==> src/rtl/opcode_pkg.sv <==
// Opcode and one-hot control encodings shared by the issue stage and the opcode decoder.
package opcode_pkg;

  typedef enum logic [1:0] {
    OP_ADD = 2'b00,
    OP_SUB = 2'b01,
    OP_MUL = 2'b10,
    OP_DIV = 2'b11
  } op_t;

  localparam logic [3:0] CS_ADD = 4'b0001;
  localparam logic [3:0] CS_SUB = 4'b0010;
  localparam logic [3:0] CS_MUL = 4'b0100;
  localparam logic [3:0] CS_DIV = 4'b1000;

  typedef struct packed {
    op_t  op;
    logic legal;
  } cs_dec_t;

  // Anything other than exactly one set bit is illegal; op is don't-care then.
  function automatic cs_dec_t cs_to_op(input logic [3:0] cs);
    cs_dec_t r;
    r.op    = OP_ADD;
    r.legal = 1'b1;
    case (cs)
      CS_ADD:  r.op = OP_ADD;
      CS_SUB:  r.op = OP_SUB;
      CS_MUL:  r.op = OP_MUL;
      CS_DIV:  r.op = OP_DIV;
      default: r.legal = 1'b0;
    endcase
    return r;
  endfunction

endpackage

==> src/rtl/op_fifo.sv <==
// Small synchronous FIFO of opcodes; pointers wrap naturally since DEPTH is a power of two.
module op_fifo
  import opcode_pkg::*;
#(
  parameter int DEPTH = 2
) (
  input  logic                     clk,
  input  logic                     rst,
  input  logic                     push_i,
  input  logic                     pop_i,
  input  op_t                      data_i,
  output op_t                      data_o,
  output logic                     full_o,
  output logic                     empty_o,
  output logic [$clog2(DEPTH):0]   level_o
);

  localparam int AW = $clog2(DEPTH);
  localparam int LW = AW + 1;

  op_t           mem_q [DEPTH];
  logic [AW-1:0] wr_ptr_q;
  logic [AW-1:0] rd_ptr_q;
  logic [LW-1:0] count_q;
  logic          do_push;
  logic          do_pop;

  assign full_o  = (count_q == LW'(DEPTH));
  assign empty_o = (count_q == '0);
  assign level_o = count_q;
  assign data_o  = mem_q[rd_ptr_q];

  assign do_push = push_i && !full_o;
  assign do_pop  = pop_i && !empty_o;

  always_ff @(posedge clk) begin
    if (do_push) begin
      mem_q[wr_ptr_q] <= data_i;
    end
  end

  always_ff @(posedge clk) begin
    if (rst) begin
      wr_ptr_q <= '0;
      rd_ptr_q <= '0;
      count_q  <= '0;
    end else begin
      if (do_push) wr_ptr_q <= wr_ptr_q + 1'b1;
      if (do_pop)  rd_ptr_q <= rd_ptr_q + 1'b1;
      case ({do_push, do_pop})
        2'b10:   count_q <= count_q + 1'b1;
        2'b01:   count_q <= count_q - 1'b1;
        default: count_q <= count_q;
      endcase
    end
  end

endmodule

==> src/rtl/opcode_issuer.sv <==
// Issue stage: checks one-hot ALU requests, queues legal opcodes and hands them
// downstream over valid/ready; rejected requests pulse illegal and bump a saturating counter.
module opcode_issuer
  import opcode_pkg::*;
#(
  parameter int DEPTH     = 2,
  parameter int ERR_CNT_W = 8
) (
  input  logic                   clk,
  input  logic                   rst,
  input  logic                   ctrl_valid,
  output logic                   ctrl_ready,
  input  logic [3:0]             control_signal,
  output logic                   opcode_valid,
  input  logic                   opcode_ready,
  output logic [1:0]             opcode,
  output logic                   illegal,
  output logic [ERR_CNT_W-1:0]   illegal_count,
  output logic [$clog2(DEPTH):0] level
);

  localparam int LW = $clog2(DEPTH) + 1;

  typedef enum logic [1:0] {
    ST_EMPTY,
    ST_PARTIAL,
    ST_FULL
  } state_t;

  state_t               state_q;
  logic                 illegal_q;
  logic [ERR_CNT_W-1:0] err_cnt_q;

  cs_dec_t       dec;
  logic          accept;
  logic          push;
  logic          pop;
  op_t           fifo_head;
  logic          fifo_full;
  logic          fifo_empty;
  logic [LW-1:0] fifo_level;

  assign dec    = cs_to_op(control_signal);
  assign accept = ctrl_valid && ctrl_ready;
  assign push   = accept && dec.legal;
  assign pop    = opcode_valid && opcode_ready;

  op_fifo #(.DEPTH(DEPTH)) u_fifo (
    .clk     (clk),
    .rst     (rst),
    .push_i  (push),
    .pop_i   (pop),
    .data_i  (dec.op),
    .data_o  (fifo_head),
    .full_o  (fifo_full),
    .empty_o (fifo_empty),
    .level_o (fifo_level)
  );

  // Ready depends only on registered state; rst masks it so nothing is taken during reset.
  assign ctrl_ready    = !rst && (state_q != ST_FULL) && !fifo_full;
  assign opcode_valid  = (state_q != ST_EMPTY);
  assign opcode        = fifo_empty ? OP_ADD : fifo_head;
  assign illegal       = illegal_q;
  assign illegal_count = err_cnt_q;
  assign level         = fifo_level;

  always_ff @(posedge clk) begin
    if (rst) begin
      state_q   <= ST_EMPTY;
      illegal_q <= 1'b0;
      err_cnt_q <= '0;
    end else begin
      illegal_q <= accept && !dec.legal;
      if (accept && !dec.legal && (err_cnt_q != '1)) begin
        err_cnt_q <= err_cnt_q + 1'b1;
      end
      case (state_q)
        ST_EMPTY: begin
          if (push) state_q <= ST_PARTIAL;
        end
        ST_PARTIAL: begin
          if (push && !pop && (fifo_level == LW'(DEPTH - 1))) begin
            state_q <= ST_FULL;
          end else if (pop && !push && (fifo_level == LW'(1))) begin
            state_q <= ST_EMPTY;
          end
        end
        ST_FULL: begin
          if (pop) state_q <= ST_PARTIAL;
        end
        default: state_q <= ST_EMPTY;
      endcase
    end
  end

endmodule
==> config.mk <==
export PLATFORM = sky130hd
export DESIGN_NAME = opcode_issuer
export DESIGN_NICKNAME = d
export VERILOG_FILES = /design/src/rtl/opcode_pkg.sv /design/src/rtl/op_fifo.sv /design/src/rtl/opcode_issuer.sv
export SDC_FILE = /design/constraint.sdc
export NUM_CORES = 1
export LEC_CHECK = 0
export ABC_AREA = 1
export CORE_UTILIZATION = 45
export CTS_BUF_LIST = sky130_fd_sc_hd__clkbuf_8
export DETAILED_ROUTE_END_ITERATION = 16
export PLACE_DENSITY = 0.71
export SYNTH_ARGS = -nofsm -noshare
export SYNTH_HDL_FRONTEND = slang
export SYNTH_SLANG_ARGS = --single-unit
==> constraint.sdc <==
create_clock -name clk -period 3.42 [get_ports clk]
set_input_delay 0.684 -clock clk [delete_from_list [all_inputs] [get_ports clk]]
set_output_delay 0.684 -clock clk [all_outputs]
set_load 0.005 [all_outputs]
==> results.cfg <==
[run_status]
status = finished, final reports clean

[hold_path]
hp-class = flip-flop to flip-flop
min_path_cells = 1
whs_endpoint = u_fifo.rd_ptr_q
min_from = u_fifo.rd_ptr_q

[sta]
clock.fmax_mhz = 390
finalSetupViolCount = 0
worst_slack_ns = 0.855
finalHoldViolations = 0
clock_skew_ns = 0.00592
setup_tns_ns = 0
period_share = 0.750
tightestPinTransition_ns = 0.256
slew_headroom = 0.828
fin_crit_ns = 2.57
hold_slack_ns = 0.463
drv_slew = 0
rsz0062_at_grt = no

[worst_setup_path]
worstPathMaxFanout = 2
path_delay_family = buffers and inverters
r2r_slack_ns = 1.59
crit_buf_inv = 3
setup.worst_path.class = input pin to output pin
cp.required_ns = 2.74
crit_path_frequent_cell = clkdlybuf4s50_1
crit_chain = clkdlybuf4s50_1 -> nor2_2 -> nand2_4 -> inv_1 -> clkdlybuf4s50_1
crit_arrival_ns = 1.88
worstRegToRegCells = 10
r2r_start = u_fifo.level_o[0]
critPathMaxStageDelay_ns = 0.48
cp-start-kind = input pin
slowest_stage = clkdlybuf4s50_1
end_kind = output pin
r2r_end = u_fifo.level_o[1]

[yosys]
ys_seq_elements = 20
synthesis.area_um2 = 1150
synth_cell_types = 26
yosysWarningCount = 0
syn_inst = 142
synth_nets = 155
avgSynthCellArea_um2 = 8.10
ys_seq_area_frac = 0.383

[global_route]
grt_pass1_wl_um = 3660
grtUsageTotal = 0.181
grt_start_max_net_pins = 12
antenna_found_initial = 0
grt_pass1_vias = 893
grt.overflow.total = 0

[layout]
antenna_cells = 0
area_growth_syn_to_layout_pct = 27.2
final_cells = 196
drive_above_1_share = 0.167
layout_common_cells = inv_1 (23), nand2_1 (23), clkdlybuf4s50_1 (22)
final_nets = 182

[placed_design]
dp_slack_ns = 0.848
place.detailed.hpwl_um = 1690
placed_cells = 192
gp_congestion = 0.756
port_buffers = 22

[cts]
clock-sinks = 20
htreeDepth = 1
cts_made_buffers = 3
tritoncts = yes
cts-root-buf = clkbuf_8
clk_latency_ns = 0.25
cts_hold_buffers = 0
cts_resized = 0
cts_buffer_depth = 2
clk_pin_slew_ns = 0.08
post-cts-setup-buffers = 0

[die]
die_area_um2 = 2760
die_y_um = 52.6
pin_count = 23
die_w_um = 52.6
core_area_um2 = 2320
num_rows = 17
start_util = 0.496

[detailed_routing]
route.final.wire_length_um = 2160
drc = 0
avgViaCountPerCell = 4.80
firstDrtPassIters = 4
vias = 940
wire_per_inst_um = 11.0
ant_nets = 0
drtIter0Drc = 13

[power_and_ir_drop]
leakage_nw = 0.650
p_per_area_nw_per_um2 = 344
peakVddDrop_mv = 0.212

[flow_run]
cap_violations = 0
## worst max-delay path by stage
stage                      startpoint                 to  slack [ns]  cells after the start
floorplan           control_signal[1]  u_fifo.level_o[1]        1.64                      8
finish                            rst         ctrl_ready        0.85                      5
global route                      rst         ctrl_ready        0.79                      5
detailed placement                rst         ctrl_ready        0.85                      5
CTS                               rst         ctrl_ready        0.84                      5
global placement                  rst         ctrl_ready        0.87                      5
## through the flow
stage | util | power [W] | area [um2]
final | 0.631 | 0.000503 | 1460
after detailed placement | 0.607 | 0.000330 | 1410
after floorplan | - | 0.000298 | 1150
after global routing | 0.631 | 0.000524 | 1460
after global placement | 0.607 | 0.000328 | 1410
after CTS | 0.631 | 0.000507 | 1460
## state kept, by name, indices dropped and copies added, names as in the netlist, named ones only
signal	flops
illegal	1
u_fifo.rd_ptr_q	1
u_fifo.wr_ptr_q	1
illegal_count	8
state_q	2
u_fifo.level_o	2
u_fifo.mem_q	4
## power breakdown
group | switching, W | leakage, nW | internal [W]
clock | 0.0000759 | 0.0288 | 0.000102
sequential | 0.00000449 | 0.166 | 0.000246
combinational | 0.0000393 | 0.456 | 0.0000346
## worst reg2reg max path, delay by kind of cell (launching register included)
family	cells	cell delay [ns]
adders and majority gates	2	0.42
AOI/OAI and AO/OA	1	0.16
and+or+nand+nor	4	0.46
xor gates and xnor gates	1	0.16
buffers and inverters	2	0.13
DFF	1	0.40
## metal layers
metal / GRT usage / share of wire / wire length, um
met5: 0 / 0 / 0
met1: 0.204 / 0.45 / 977
met4: 0.0789 / 0.0074 / 16
met3: 0.0261 / 0.025 / 53
met2: 0.331 / 0.52 / 1120
## cell usage after synthesis
cell / n / area [um2]
inv_2: 1 / 3.75
nand3_2: 2 / 20.0
ha_1: 5 / 62.6
dfxtp_1: 16 / 320
nand2_1: 23 / 86.3
a21oi_2: 7 / 61.3
nor3_4: 1 / 16.3
nor2_8: 2 / 40.0
nand4_1: 1 / 6.26
xor2_1: 6 / 52.6
a21oi_1: 7 / 35.0
nor2_1: 16 / 60.1
nand2_4: 3 / 33.8
nor2_2: 1 / 6.26
nand2_2: 4 / 25.0
and2_1: 1 / 6.26
inv_1: 23 / 86.3
buf_2: 1 / 5.00
o21ai_1: 1 / 5.00
o31ai_1: 1 / 7.51
xnor2_1: 2 / 17.5
nand3_1: 7 / 35.0
edfxtp_1: 4 / 120
nor3_1: 1 / 5.00
o21ai_0: 4 / 20.0
inv_4: 2 / 12.5
## layout make-up
cell class	count	area, um2
well taps	28	35.0
flip-flops and latches	20	440
fillers	208	856
clock buffers	4	55.1
inverters	26	103
multi-input cells	95	602
repair buffers	23	228
## cell families after synthesis
kind of cell	after synthesis	synth area share
xor gates and xnor gates	8	0.0609
adders and majority gates	5	0.0544
DFF	20	0.383
AOI/OAI and AO/OA	20	0.112
buffers and inverters	27	0.0936
and+or+nand+nor	62	0.296
(Power assumes the default switching activity.)
